File: config.mk
export PLATFORM = sky130hd
export DESIGN_NAME = pb_uart_tx
export DESIGN_NICKNAME = d
export VERILOG_FILES = /design/src/rtl/pb_uart_tx.sv
export SDC_FILE = /design/constraint.sdc
export NUM_CORES = 1
export LEC_CHECK = 0
export ABC_AREA = 1
export CAP_MARGIN = 20
export CORE_MARGIN = 4
export CORE_UTILIZATION = 63
export CTS_BUF_LIST = sky130_fd_sc_hd__clkbuf_4
export DETAILED_ROUTE_END_ITERATION = 10
export PLACE_DENSITY = 0.82
export SETUP_SLACK_MARGIN = 0.3
export SKIP_LAST_GASP = 1
export SLEW_MARGIN = 20
export SYNTH_ARGS = -nofsm -noshare
export SYNTH_HDL_FRONTEND = slang
export SYNTH_SLANG_ARGS = --single-unit
File: constraint.sdc
create_clock -name clk -period 3.7 [get_ports clk]
set_clock_uncertainty 0.15 [all_clocks]
set_input_delay 0.37 -clock clk [delete_from_list [all_inputs] [get_ports clk]]
set_output_delay 0.37 -clock clk [all_outputs]
set_load 0.02 [all_outputs]
File: src/rtl/pb_uart_tx.sv
// UART transmit stage: byte FIFO feeding an 8N1 serialiser with a programmable bit period.
// All outputs are registered; FIFO status flags follow the occupancy one cycle after a push or pop.
module pb_uart_tx #(
    parameter int DEPTH_LOG2 = 4
) (
    input  logic        clk,
    input  logic        reset,
    input  logic        buffer_write,
    input  logic [7:0]  uart_data_write,
    input  logic        enable,
    input  logic [15:0] uart_clock_divide,
    output logic        tx,
    output logic        tx_data_present,
    output logic        tx_half_full,
    output logic        tx_full,
    output logic        tx_busy,
    output logic        tx_overrun
);

    localparam int DEPTH = 2 ** DEPTH_LOG2;
    localparam int CW    = DEPTH_LOG2 + 1;

    typedef enum logic [1:0] {
        IDLE,
        START,
        DATA,
        STOP
    } state_t;

    // FIFO storage: no reset, read only through the registered shift-register load
    logic [7:0]            mem [DEPTH];
    logic [DEPTH_LOG2-1:0] wr_ptr_reg;
    logic [DEPTH_LOG2-1:0] rd_ptr_reg;
    logic [CW-1:0]         count_reg;
    logic [CW-1:0]         count_next;

    state_t      state_reg;
    logic [15:0] div_reg;
    logic [15:0] baud_reg;
    logic [2:0]  bit_idx_reg;
    logic [7:0]  shift_reg;
    logic        tx_reg;
    logic        busy_reg;

    logic present_reg;
    logic half_reg;
    logic full_reg;
    logic overrun_reg;

    logic fifo_full;
    logic fifo_empty;
    logic baud_done;
    logic push;
    logic pop;

    // Full/empty come from the pre-cycle count, so a pop never frees room for a same-cycle push
    assign fifo_full  = (count_reg == CW'(DEPTH));
    assign fifo_empty = (count_reg == '0);
    assign baud_done  = (baud_reg == div_reg);
    assign push       = buffer_write && !fifo_full;
    assign pop        = enable && !fifo_empty &&
                        ((state_reg == IDLE) || ((state_reg == STOP) && baud_done));

    always_comb begin
        count_next = count_reg;
        unique case ({push, pop})
            2'b10:   count_next = count_reg + CW'(1);
            2'b01:   count_next = count_reg - CW'(1);
            default: count_next = count_reg;
        endcase
    end

    always_ff @(posedge clk) begin
        if (push) begin
            mem[wr_ptr_reg] <= uart_data_write;
        end
    end

    always_ff @(posedge clk or posedge reset) begin
        if (reset) begin
            wr_ptr_reg  <= '0;
            rd_ptr_reg  <= '0;
            count_reg   <= '0;
            present_reg <= 1'b0;
            half_reg    <= 1'b0;
            full_reg    <= 1'b0;
            overrun_reg <= 1'b0;
        end else begin
            if (push) begin
                wr_ptr_reg <= wr_ptr_reg + DEPTH_LOG2'(1);
            end
            if (pop) begin
                rd_ptr_reg <= rd_ptr_reg + DEPTH_LOG2'(1);
            end
            count_reg   <= count_next;
            present_reg <= (count_next != '0);
            half_reg    <= (count_next >= CW'(DEPTH / 2));
            full_reg    <= (count_next == CW'(DEPTH));
            overrun_reg <= buffer_write && fifo_full;
        end
    end

    // Frame sequencer; the divide value is captured at each frame start
    always_ff @(posedge clk or posedge reset) begin
        if (reset) begin
            state_reg   <= IDLE;
            div_reg     <= '0;
            baud_reg    <= '0;
            bit_idx_reg <= '0;
            shift_reg   <= '0;
            tx_reg      <= 1'b1;
            busy_reg    <= 1'b0;
        end else begin
            unique case (state_reg)
                IDLE: begin
                    tx_reg <= 1'b1;
                    if (pop) begin
                        shift_reg <= mem[rd_ptr_reg];
                        div_reg   <= uart_clock_divide;
                        baud_reg  <= '0;
                        tx_reg    <= 1'b0;
                        busy_reg  <= 1'b1;
                        state_reg <= START;
                    end
                end
                START: begin
                    if (baud_done) begin
                        baud_reg    <= '0;
                        bit_idx_reg <= '0;
                        tx_reg      <= shift_reg[0];
                        state_reg   <= DATA;
                    end else begin
                        baud_reg <= baud_reg + 16'd1;
                    end
                end
                DATA: begin
                    if (baud_done) begin
                        baud_reg <= '0;
                        if (bit_idx_reg == 3'd7) begin
                            tx_reg    <= 1'b1;
                            state_reg <= STOP;
                        end else begin
                            bit_idx_reg <= bit_idx_reg + 3'd1;
                            shift_reg   <= {1'b0, shift_reg[7:1]};
                            tx_reg      <= shift_reg[1];
                        end
                    end else begin
                        baud_reg <= baud_reg + 16'd1;
                    end
                end
                STOP: begin
                    if (baud_done) begin
                        baud_reg <= '0;
                        if (pop) begin
                            // back-to-back frame: no idle bit between stop and next start
                            shift_reg <= mem[rd_ptr_reg];
                            div_reg   <= uart_clock_divide;
                            tx_reg    <= 1'b0;
                            state_reg <= START;
                        end else begin
                            tx_reg    <= 1'b1;
                            busy_reg  <= 1'b0;
                            state_reg <= IDLE;
                        end
                    end else begin
                        baud_reg <= baud_reg + 16'd1;
                    end
                end
                default: begin
                    tx_reg    <= 1'b1;
                    busy_reg  <= 1'b0;
                    state_reg <= IDLE;
                end
            endcase
        end
    end

    assign tx              = tx_reg;
    assign tx_busy         = busy_reg;
    assign tx_data_present = present_reg;
    assign tx_half_full    = half_reg;
    assign tx_full         = full_reg;
    assign tx_overrun      = overrun_reg;

endmodule

==> run metrics <==
simple-gate share of the synthesized area 20.26%; Syn Std Cell Area 8808 µm²; Horiz. Die Dim 126.2 µm; R2R depth 18; met2 usage 38.15%; dpl cells 1062; Post-Layout Cell Count 1094; GR Util All Layers 22.99%; post-synthesis mux area share 0.1136%; routed wire length 17720 µm; antenna cells 0; H-Tree Depth 4; Max Clock Freq 331.8 MHz; ANT nets after route 0; compound-cell area share of the yosys netlist 8.793%; Clk Latency, worst-skew pair 0.58 ns; sequential share of power 42.5%; Syn-to-layout area delta 8.139%; internal power 4.002 mW; Synth Net Count 924; mean post-synth cell area 10.03 µm²; critical path type register to register; DR iter-0 viols 634; Root Buffer clkbuf_4; Post-Synthesis Cells 878; Post-DP HPWL 11400 µm; most common cell after layout, fill and taps aside nand2_1; Clk pin slew, worst setup/hold paths 0.17 ns; Worst EP arrival 3.33 ns; HP Class primary input to asynchronous set/reset pin; Buffers on Ports 33; num rows 42; setup_tns 0 ns; ranking of synthesized cells by area edfxtp_1 (44%), dfrtp_1 (18%), nand2_1 (7.0%); final worst path period need 3.014 ns; largest family of logic cells by synthesized area simple AND/OR/NAND/NOR gates; P_leak 3.840 nW; total setup buffers inserted after CTS 0; final slew viol count 0; cts bufs inserted 17; RSZ-0062 raised after global routing no; XOR/XNOR Fraction of Synth Area 0.9943%; Initial Util 65.48%; number of global-route vias before repair 5815; Yosys top cell by area edfxtp_1; GP Congestion 0.8243; Placeable Area 13450 µm²; flops & latches, synth 192; Yosys warnings 0; Max Root-Sink Buffers 2; Sw Share 42.48%; vias per inst 5.613; total I/O pin count 34; NetSw 2.955 mW; outcome finished clean; clock sink count 192; final setup vio count 0; GR Overflow Total 0; first drt pass iteration count 8; grt peak-use layer met2; fin crit share 81.45%; layout cells sized above 1 9.477%; Seq/Total Area, Yosys 61.83%; initial antenna violation count 0; CTS tree built; startpoint types register; drt drc 0; largest net degree at the start of global routing 69; Slew @ Worst Pin 0.9210 ns; most frequent cells in the layout nand2_1 (164), nor2_1 (157), edfxtp_1 (128), o21ai_0 (85), inv_1 (71); combinational fraction of design power 41.0%; DR WL/cell 16.20 µm; post-synthesis adder-cell area fraction 2.642%; Power Density 730.3 nW/µm²; WP data required 4.02 ns; worst-path fanout max 7; met3 usage 4.488%; slew margin rel. 38.60%; Peak VDD IR 0.4414 mV; Die H 126.2 µm; global-route wire length before repair 29000 µm; Final Hold Fails 0; clock share of power 16.5%; Layout Nets 951; Synth cell types 38; GR Util met1 31.69%; MaxCap Viol Count 0; Die Area 15940 µm²; post-synth top area share 43.64%; crit end category register; routed vias 6141; max reg flops 128
[logic make-up after synthesis]
kind of cell               after synthesis
muxes                                    1
adders and majority gates               18
xor gates and xnor gates                10
DFF                                    192
and+or+nand+nor                        415
buffers and inverters                  108
AOI/OAI and AO/OA                      134
[critical path: stages (launching register included)]
cell and delay, ns:
dfrtp_1 0.42, inv_1 0.08, nand2_1 0.06, nand2_1 0.05, nor2_1 0.10, nand2_1 0.08, nor2_2 0.21, nand3_2 0.10
nand2_2 0.12, nand2_4 0.10, inv_2 0.13, ha_2 0.27, ha_1 0.29, nand2_1 0.07, a21oi_1 0.07, o21ai_0 0.15
nand3b_1 0.15, xor2_2 0.22, nand4_1 0.10
[per-layer routing]
| metal | vias to the layer above | share of wire, % |
|---|---|---|
| met5 | - | 0 |
| met3 | 29 | 6.5 |
| met1 | 2915 | 42 |
| li1 | 2986 | - |
| met2 | 211 | 50 |
| met4 | 0 | 1.2 |
[cell type report]
cell class,instances,area [µm²]
flip-flops and latches,192,5448
well taps,176,220.2
multi-input cells,578,2899
clock inverters,15,171.4
fillers,969,3928
inverters,79,299.0
repair buffers,37,360.3
clock buffers,17,127.6
[Yosys cell counts, drive strengths merged]
| cell | number |
|---|---|
| and3 | 2 |
| dfrtp | 63 |
| xnor2 | 2 |
| inv | 77 |
| mux2i | 1 |
| a21oi | 18 |
| xor2 | 8 |
| nand4 | 5 |
| fa | 1 |
| clkinv | 2 |
| o21ai | 102 |
| nand3b | 2 |
| nor2 | 160 |
| edfxtp | 128 |
| o211ai | 12 |
| nand2 | 183 |
| clkbuf | 15 |
| buf | 14 |
| nor3b | 2 |
| dfstp | 1 |
| a31oi | 2 |
| nor3 | 6 |
| ha | 17 |
| nand3 | 55 |
[worst paths after layout]
path / startpoint / slack, ns / to
worst max-delay path: baud_reg[0] / 0.69 / tx_data_present
max in group asynchronous: reset / 2.57 / tx
worst min register to register: shift_reg[4] / 0.34 / shift_reg[4]
worst min-delay path: reset / 0.08 / count_reg[0]
worst max register to register: baud_reg[0] / 0.69 / tx_data_present
min in group clk: buffer_write / 0.18 / tx_overrun
[stage by stage]
step / utilization (%) / area (µm²) / hold slack [ns] / setup slack [ns] / power (mW)
5_1_grt: 70.81 / 9525 / 0.1291 / 0.3296 / 7.476
2_1_floorplan: - / 8808 / 0.2917 / 0.9678 / 5.133
3_5_place_dp: 68.51 / 9216 / 0.3127 / 0.6147 / 5.821
4_1_cts: 70.73 / 9515 / 0.07993 / 0.5978 / 6.954
6_report: 70.81 / 9525 / 0.07552 / 0.6863 / 6.957
3_3_place_gp: 68.51 / 9216 / 0.3064 / 0.7273 / 5.727
[power by group through the flow]
stage	clock network, mW	logic (mW)	registers (mW)
after detailed placement	0	2.82	3.00
final	1.15	2.85	2.95
after global routing	1.26	3.21	3.00
after CTS	1.16	2.84	2.95
after global placement	0	2.74	2.99
after floorplan	0	2.20	2.93
[timing repair]
item / CTS / global route
hold buffers: 0 / 0
gates resized for setup: 0 / 2
endpoints found under the setup margin: 0 / 4
No activity file was read; power rests on OpenSTA's default activity.
